### src/rtl/btn_evt_pkg.sv
// Shared types and default timing for the button gesture classifier.
// State encodings are reused by the top-level button wrapper.
package btn_evt_pkg;

  localparam int unsigned CntWDef    = 16;
  localparam int unsigned LongCycDef = 1000;
  localparam int unsigned DblCycDef  = 250;

  typedef enum logic [2:0] {
    StIdle   = 3'd0,
    StPress1 = 3'd1,
    StLong   = 3'd2,
    StWait2  = 3'd3,
    StPress2 = 3'd4
  } btn_state_e;

  typedef struct packed {
    logic press;
    logic rel;
    logic click;
    logic dbl_click;
    logic long_press;
  } btn_evt_t;

endpackage

### src/rtl/btn_evt_if.sv
// Button level in, gesture pulses out. The slave side is the classifier.
// The release pulse is named rel because release is a reserved word.
interface btn_evt_if;
  logic in;
  logic held;
  logic press;
  logic rel;
  logic click;
  logic dbl_click;
  logic long_press;

  modport master (
    output in,
    input  held, press, rel, click, dbl_click, long_press
  );

  modport slave (
    input  in,
    output held, press, rel, click, dbl_click, long_press
  );
endinterface

### src/rtl/btn_evt_edge_det.sv
// Registers the debounced level and flags its rising and falling edges.
module btn_evt_edge_det (
  input  logic clk,
  input  logic rst_n,
  input  logic in_i,
  output logic in_q_o,
  output logic rise_o,
  output logic fall_o
);

  logic in_d, in_q;

  always_comb begin
    in_d = in_i;
  end

  always_ff @(posedge clk) begin
    if (!rst_n) begin
      in_q <= 1'b0;
    end else begin
      in_q <= in_d;
    end
  end

  assign in_q_o = in_q;
  assign rise_o = in_i & ~in_q;
  assign fall_o = ~in_i & in_q;

endmodule

### src/rtl/btn_evt.sv
// Button gesture classifier: turns a clean level into one-cycle press, release,
// click, double-click and long-press pulses, all registered.
module btn_evt
  import btn_evt_pkg::*;
#(
  parameter int unsigned CntW    = CntWDef,
  parameter int unsigned LongCyc = LongCycDef,
  parameter int unsigned DblCyc  = DblCycDef
) (
  input  logic       clk,
  input  logic       rst_n,
  btn_evt_if.slave   bus
);

  localparam logic [CntW-1:0] LongLast = CntW'(LongCyc - 1);
  localparam logic [CntW-1:0] DblLast  = CntW'(DblCyc - 1);

  logic       in_q, rise, fall;
  btn_state_e state_d, state_q;
  logic [CntW-1:0] cnt_d, cnt_q;
  btn_evt_t   evt_d, evt_q;

  btn_evt_edge_det u_edge_det (
    .clk    (clk),
    .rst_n  (rst_n),
    .in_i   (bus.in),
    .in_q_o (in_q),
    .rise_o (rise),
    .fall_o (fall)
  );

  always_comb begin
    state_d         = state_q;
    cnt_d           = cnt_q + CntW'(1);
    evt_d           = '0;
    evt_d.press     = rise;
    evt_d.rel       = fall;

    case (state_q)
      StIdle: begin
        if (rise) state_d = StPress1;
      end
      StPress1: begin
        if (fall) begin
          state_d = StWait2;
        end else if (cnt_q == LongLast) begin
          evt_d.long_press = 1'b1;
          state_d          = StLong;
        end
      end
      StLong: begin
        if (fall) state_d = StIdle;
      end
      StWait2: begin
        // An edge outranks gap expiry in the same cycle.
        if (rise) begin
          state_d = StPress2;
        end else if (cnt_q == DblLast) begin
          evt_d.click = 1'b1;
          state_d     = StIdle;
        end
      end
      StPress2: begin
        if (fall) begin
          evt_d.dbl_click = 1'b1;
          state_d         = StIdle;
        end else if (cnt_q == LongLast) begin
          evt_d.long_press = 1'b1;
          state_d          = StLong;
        end
      end
      default: state_d = StIdle;
    endcase

    // Untimed states park the counter so it can never wrap.
    if (state_d != state_q || state_q == StIdle || state_q == StLong) begin
      cnt_d = '0;
    end
  end

  always_ff @(posedge clk) begin
    if (!rst_n) begin
      state_q <= StIdle;
      cnt_q   <= '0;
      evt_q   <= '0;
    end else begin
      state_q <= state_d;
      cnt_q   <= cnt_d;
      evt_q   <= evt_d;
    end
  end

  assign bus.held       = in_q;
  assign bus.press      = evt_q.press;
  assign bus.rel        = evt_q.rel;
  assign bus.click      = evt_q.click;
  assign bus.dbl_click  = evt_q.dbl_click;
  assign bus.long_press = evt_q.long_press;

endmodule

### src/flat_wrapper.sv
// flat-port wrapper written by rule: the top's interface ports become plain ports
module btn_evt_flat import btn_evt_pkg::*;
#(
  parameter int unsigned CntW    = CntWDef,
  parameter int unsigned LongCyc = LongCycDef,
  parameter int unsigned DblCyc  = DblCycDef
)
  (clk, rst_n, bus_in, bus_held, bus_press, bus_rel, bus_click, bus_dbl_click, bus_long_press);
  btn_evt_if bus_i ();
  input  logic clk;
  input  logic rst_n;
  input wire logic [$bits(bus_i.in)-1:0] bus_in;
  output wire logic [$bits(bus_i.held)-1:0] bus_held;
  output wire logic [$bits(bus_i.press)-1:0] bus_press;
  output wire logic [$bits(bus_i.rel)-1:0] bus_rel;
  output wire logic [$bits(bus_i.click)-1:0] bus_click;
  output wire logic [$bits(bus_i.dbl_click)-1:0] bus_dbl_click;
  output wire logic [$bits(bus_i.long_press)-1:0] bus_long_press;
  assign bus_i.in = bus_in;
  assign bus_held = bus_i.held;
  assign bus_press = bus_i.press;
  assign bus_rel = bus_i.rel;
  assign bus_click = bus_i.click;
  assign bus_dbl_click = bus_i.dbl_click;
  assign bus_long_press = bus_i.long_press;
  btn_evt #(.CntW(CntW), .LongCyc(LongCyc), .DblCyc(DblCyc)) u_core (.clk(clk), .rst_n(rst_n), .bus(bus_i));
endmodule
### config.mk
export PLATFORM = sky130hd
export DESIGN_NAME = btn_evt_flat
export DESIGN_NICKNAME = d
export VERILOG_FILES = /design/src/rtl/btn_evt_pkg.sv /design/src/rtl/btn_evt_if.sv /design/src/rtl/btn_evt_edge_det.sv /design/src/rtl/btn_evt.sv /design/src/flat_wrapper.sv
export SDC_FILE = /design/constraint.sdc
export NUM_CORES = 1
export LEC_CHECK = 0
export ABC_CLOCK_PERIOD_IN_PS = 2210
export CAP_MARGIN = 20
export CORE_MARGIN = 10
export CORE_UTILIZATION = 40
export CTS_CLUSTER_DIAMETER = 40
export DETAILED_ROUTE_END_ITERATION = 12
export HOLD_SLACK_MARGIN = 0.15
export SYNTH_ARGS = -nofsm -noshare
export SYNTH_HDL_FRONTEND = slang
export SYNTH_SLANG_ARGS = --single-unit
### constraint.sdc
create_clock -name clk -period 2.21 [get_ports clk]
set_clock_uncertainty 0.15 [all_clocks]
set_input_delay 0.3315 -clock clk [delete_from_list [all_inputs] [get_ports clk]]
set_output_delay 0.3315 -clock clk [all_outputs]
set_load 0.005 [all_outputs]
# Word level (Yosys, flattened, before mapping)
# Index checks and enable logic that the tools add are counted.
# W data, S select, Z words.
# classes
reduce_logical	8
n_bitwise	7
add_sub_neg	1
mux	11
n_eq_ne	7
# ops
cell	n
$mux W3	7
$add A16 B1 Y16 const B	1
$eq A16 B10 Y1 const B	1
$eq A16 B8 Y1 const B	1
$pmux W3 S5	1
$eq A3 B2 Y1 const B	2
$reduce_or A3 Y1	2
$not A1 Y1	5
$reduce_or A2 Y1	2
$eq A3 B1 Y1 const B	1
$eq A3 B3 Y1 const B	1
$logic_not A3 Y1	1
$mux W1	3
$ne A3 B3 Y1	1
$and A1 B1 Y1	2
$logic_or A1 B1 Y1	2
$reduce_and A2 Y1	1
# totals
output_inout_bits	6
word_cells	42
reg_bits	25
input_bits	3

# Logic depth before layout (Yosys ltp)
# Gate-level depths: netlist of the first run.
# depth
depth_word	8
depth_mapped	8
depth_no_buf	7

# Modules after synthesis
# A second synthesis of the first run with hierarchy kept.
# unflattened
cells_unflattened	128
area_unflattened_um2	1231.2
# modules_own_cells
mod	area_per_inst_um2	cells_per_inst	n_inst	seq_area_each_um2
btn_evt	1192.4	124	1	480.5
btn_evt_edge_det	38.8	4	1	20.0

# Worst setup path after synthesis of the first run
# No wires, ideal clock.
# synth_timing
kind	flip-flop to flip-flop
start	register u_core.cnt_q[13]
end	register u_core.cnt_q[0]
setup_time_ps	127
arrival_ps	1734
required_ps	1933
setup_slack_ps	199
path_buffers	1
stages_incl_launch_ff	7
path_cell_list	dfxtp_1 > or4_4 > nor4_4 > o21ai_2 > o211ai_4 > buf_6 > nor3_2
# synth_via
elab_chain_cells	8
elab_cells_between_ends	12
cone_classes	3 x eq/ne; 6 x mux; 3 x reduce/logical
# synth_rtl
element	line_no	source
from (decl)	btn_evt.sv:20	logic [CntW-1:0] cnt_d, cnt_q;
from (signal assigned)	btn_evt.sv:88	cnt_q <= cnt_d;
$eq A16 B10 Y1 or $eq A16 B8 Y1 (tied branches)	btn_evt.sv:46, btn_evt.sv:67, btn_evt.sv:58	
$mux W3, on equally long branches	btn_evt.sv:46, btn_evt.sv:67, btn_evt.sv:58	
$mux W3, on equally long branches	btn_evt.sv:64, btn_evt.sv:44, btn_evt.sv:56	
$pmux W3 S5 *	btn_evt.sv:39	case (state_q)
$ne A3 B3 Y1 *	btn_evt.sv:76	if (state_d != state_q || state_q == StIdle || state_q == StLong) begin
$logic_or A1 B1 Y1 * (2 in series)	btn_evt.sv:76	
$reduce_or A2 Y1 (no source line) *	-	
# Every way passes the cells marked *; elsewhere a longest branch is shown, timed or not.
# A chain may end at the register's enable or synchronous reset.

# Worst setup path in the final report of the first run
# layout_timing
start	register u_core.cnt_q[13]
end	register u_core.cnt_q[3]
# Same word-level chain as after synthesis.

==> flow_summary.toml, run 1 <==
[run_status]
outcome = "finished, final reports clean"

[synth]
synth_commonest_cells = "sky130_fd_sc_hd__dfxtp_1 (25), sky130_fd_sc_hd__nand2_1 (10)"
asyncSetResetFlopFracSynth_pct = 0
postSynth.topFlopCell = "sky130_fd_sc_hd__dfxtp_1"
synth.area.top_cells = "sky130_fd_sc_hd__dfxtp_1 (39%), sky130_fd_sc_hd__xor2_1 (5.5%), sky130_fd_sc_hd__xnor2_1 (4.1%)"
ys_warn_count = 0
post_synth_num_cell_types = 39
cells_after_synth = 134
syn-cell-area_um2 = 1280
synth.ff_latch_count = 25
synth.largest_area_cell = "sky130_fd_sc_hd__dfxtp_1"
synth-seq-area-share_pct = 39.10
postSynthAreaPerCell_um2 = 9.552
synth-edff-count = 0
yosysMostFrequentCell = "sky130_fd_sc_hd__dfxtp_1"
netlist.area_leader.share_pct = 39.10
syn-num-nets = 139

[cts]
cts_made_buffers = 3
worst_skew_pair.late_latency_ps = 310
cts_tree = "built"
clkSlewWorstSetupHoldPaths_ps = 120
post_cts_resized = 0
htree_num_levels = 1
cts.hold.buffers_added = 0
cts.sink_count = 25
clock_tree.root_cell = "sky130_fd_sc_hd__clkbuf_4"
post_cts_buffers = 0
clockBufferDepth = 2

[timing]
worst_pin_slew_ps = 472.0
final_hold_viols = 0
setup_tns_ps = 0
post-route-period-util_pct = 94.21
worst_slew_margin_rel_pct = 68.42
drv_slew = 0
worst_hold_slack_ps = 353.6
final-setup-viol-count = 0
min_clock_period_post_route_ps = 2082
rsz_0062_raised_after_global_routing = "no"
maxClockFrequency_mhz = 480.3

[place]
dpl-instance-area_um2 = 1450
place.port_buffers = 8
dpl.cell_count = 188
dpl.hpwl_mm = 1.799
gpl.final_weighted_congestion = 0.8408

[global_route]
grt_remaining_overflow = 0
track_usage_pct = 8.205
grt_antenna_before_repair = 0
vias_in_the_first_global_route = 945
grt_start_max_net_pins = 17
grt_first_pass_wirelength_mm = 4.112

[die]
die_h_um = 76.57
ios = 9
design.core.area_um2 = 3053
rows = 20
design.die.area_um2 = 5863
fp.dieW_um = 76.57
floorplan.initialDensity_pct = 41.93

[pwr]
p_leak_nw = 0.4850
ir_drop_mv = 0.2081
powerDensity_nw_per_um2 = 488.3

[critical_path]
crit_path_end_kind = "register"
crit_path_cell_trace = "or4_4 -> nand4bb_4 -> a22oi_4 -> o211ai_4 -> buf_12 -> nor3_1"
cpMaxStageDelayCell = "sky130_fd_sc_hd__or4_4"
regToRegStartpoint = "u_core.cnt_q[13]"
crit_end = "u_core.cnt_q[3]"
timing.critical_path.arrival_ps = 2170
setup.worst_path.start = "u_core.cnt_q[13]"
critical-path-max-stage-delay_ps = 560
timing_worst_setup_path_type = "register to register"
worstRegToRegCells = 6
start_kind = "register"
r2r-end = "u_core.cnt_q[3]"
timing.reg2reg.setup_slack_ps = 130
cp_data_required_time_ps = 2300
worstPathMaxFanout = 16

[final_layout]
final_layout_net_count = 154
fillers = 299
design_area_um2 = 1476
final_layout_size_suffix_gt1_share_pct = 18.92
layout.area.seq_um2 = 500.5
multi_input_comb_area_um2 = 738.2
areaGrowthSynthToFinish_pct = 15.35
final-instance-count-excl-fill = 192
finalCoreUtilization_pct = 48.36
num_antenna_cells = 0

[drt]
avgViaCountPerCell = 5.005
drtPass1Iterations = 4
route.antenna.remaining_nets = 0
dr_total_vias = 961
drt_wl_total_mm = 2.363
drc_errors = 0
wl_per_cell_um = 12.31
drt-initial-drc-count = 43

[flow_run]
max-cap-violations = 0

[hold_path]
min-delay-path-class = "register to register"
## how the worst min path moves through the flow
stage	endpoint	slack, ps	from	cells after the start
after floorplan	u_core.state_q[2]	300	rst_n	1
after global placement	u_core.cnt_q[0]	340	u_core.cnt_q[0]	1
after detailed placement	u_core.cnt_q[0]	340	u_core.cnt_q[0]	1
after CTS	u_core.cnt_q[0]	350	u_core.cnt_q[0]	1
after global routing	u_core.cnt_q[0]	400	u_core.cnt_q[0]	1
final	u_core.cnt_q[0]	350	u_core.cnt_q[0]	1
## routing by layer
layer | vias to the layer above | routed length (µm) | global-route usage (%)
met5 | - | 0 | 0
met4 | 0 | 36 | 4.461
met3 | 4 | 90 | 2.712
met2 | 13 | 1123 | 13.10
met1 | 445 | 1113 | 9.434
li1 | 499 | - | -
## registers in the layout (all words and copies together) (netlist names)
register                  flops
u_core.bus.long_press         1
u_core.state_q                3
u_core.bus.press              1
u_core.bus.click              1
u_core.cnt_q                 16
u_core.bus.dbl_click          1
u_core.u_edge_det.in_q_o      1
u_core.bus.rel                1
## critical path, delay by kind of cell (launching register included)
family,cells,cell delay [ps]
DFF,1,370
AOI/OAI and AO/OA,2,340
and+or+nand+nor,3,990
buffers and inverters,1,160
## report_power, final
group           total, W  switching (W)  internal [W]
clock           0.000199       0.000129     0.0000705
sequential      0.000464     0.00000754      0.000457
combinational  0.0000575      0.0000286     0.0000289
## logic make-up after synthesis
family	Yosys count	synth area share (%)
simple gates	68	34.90
xor+xnor	14	9.580
flops	25	39.10
fa+ha+maj	2	1.955
buf+inv	9	3.226
compound gates	16	11.24
## cells in the final DEF, fill, tap and decap left out, drive strengths merged
master	instances
nand3	6
dfxtp	25
and3	3
o311ai	1
o31ai	1
o32ai	1
nand2b	4
a21oi	3
nor3	10
and2	3
o211ai	2
ha	2
clkdlybuf4s50	8
nand3b	1
a22oi	1
buf	6
a211oi	1
o21a	1
inv	5
o2111a	1
nor4b	1
nand4bb	3
nand4	3
and4bb	1
o21ai	4
nor4	4
nand2	10
nor2b	2
xnor2	6
or4	1
nor2	16
xor2	8
clkbuf	4
## metrics by stage
stage,setup WS [ps],power (W)
final,128.0,0.0007209
after floorplan,198.8,0.0005106
after CTS,88.99,0.0007331
after global routing,16.34,0.0007548
after global placement,81.16,0.0005312
after detailed placement,24.67,0.0005318
## area by class of cell
| cell class | count | area share, % |
|---|---|---|
| clock buffers | 4 | 1.780 |
| inverters | 5 | 1.271 |
| multi-input cells | 100 | 50.00 |
| flip-flops and latches | 25 | 33.90 |
| well taps | 44 | 3.729 |
| repair buffers | 14 | 9.322 |
No activity file was read; power rests on OpenSTA's default activity.
==> run 2, diff against run 1 <==
CTS_CLUSTER_DIAMETER = 100   (was 40)
==> results of run 2 <==
No change in the layout: final DEF, timing and power equal those of run 1.
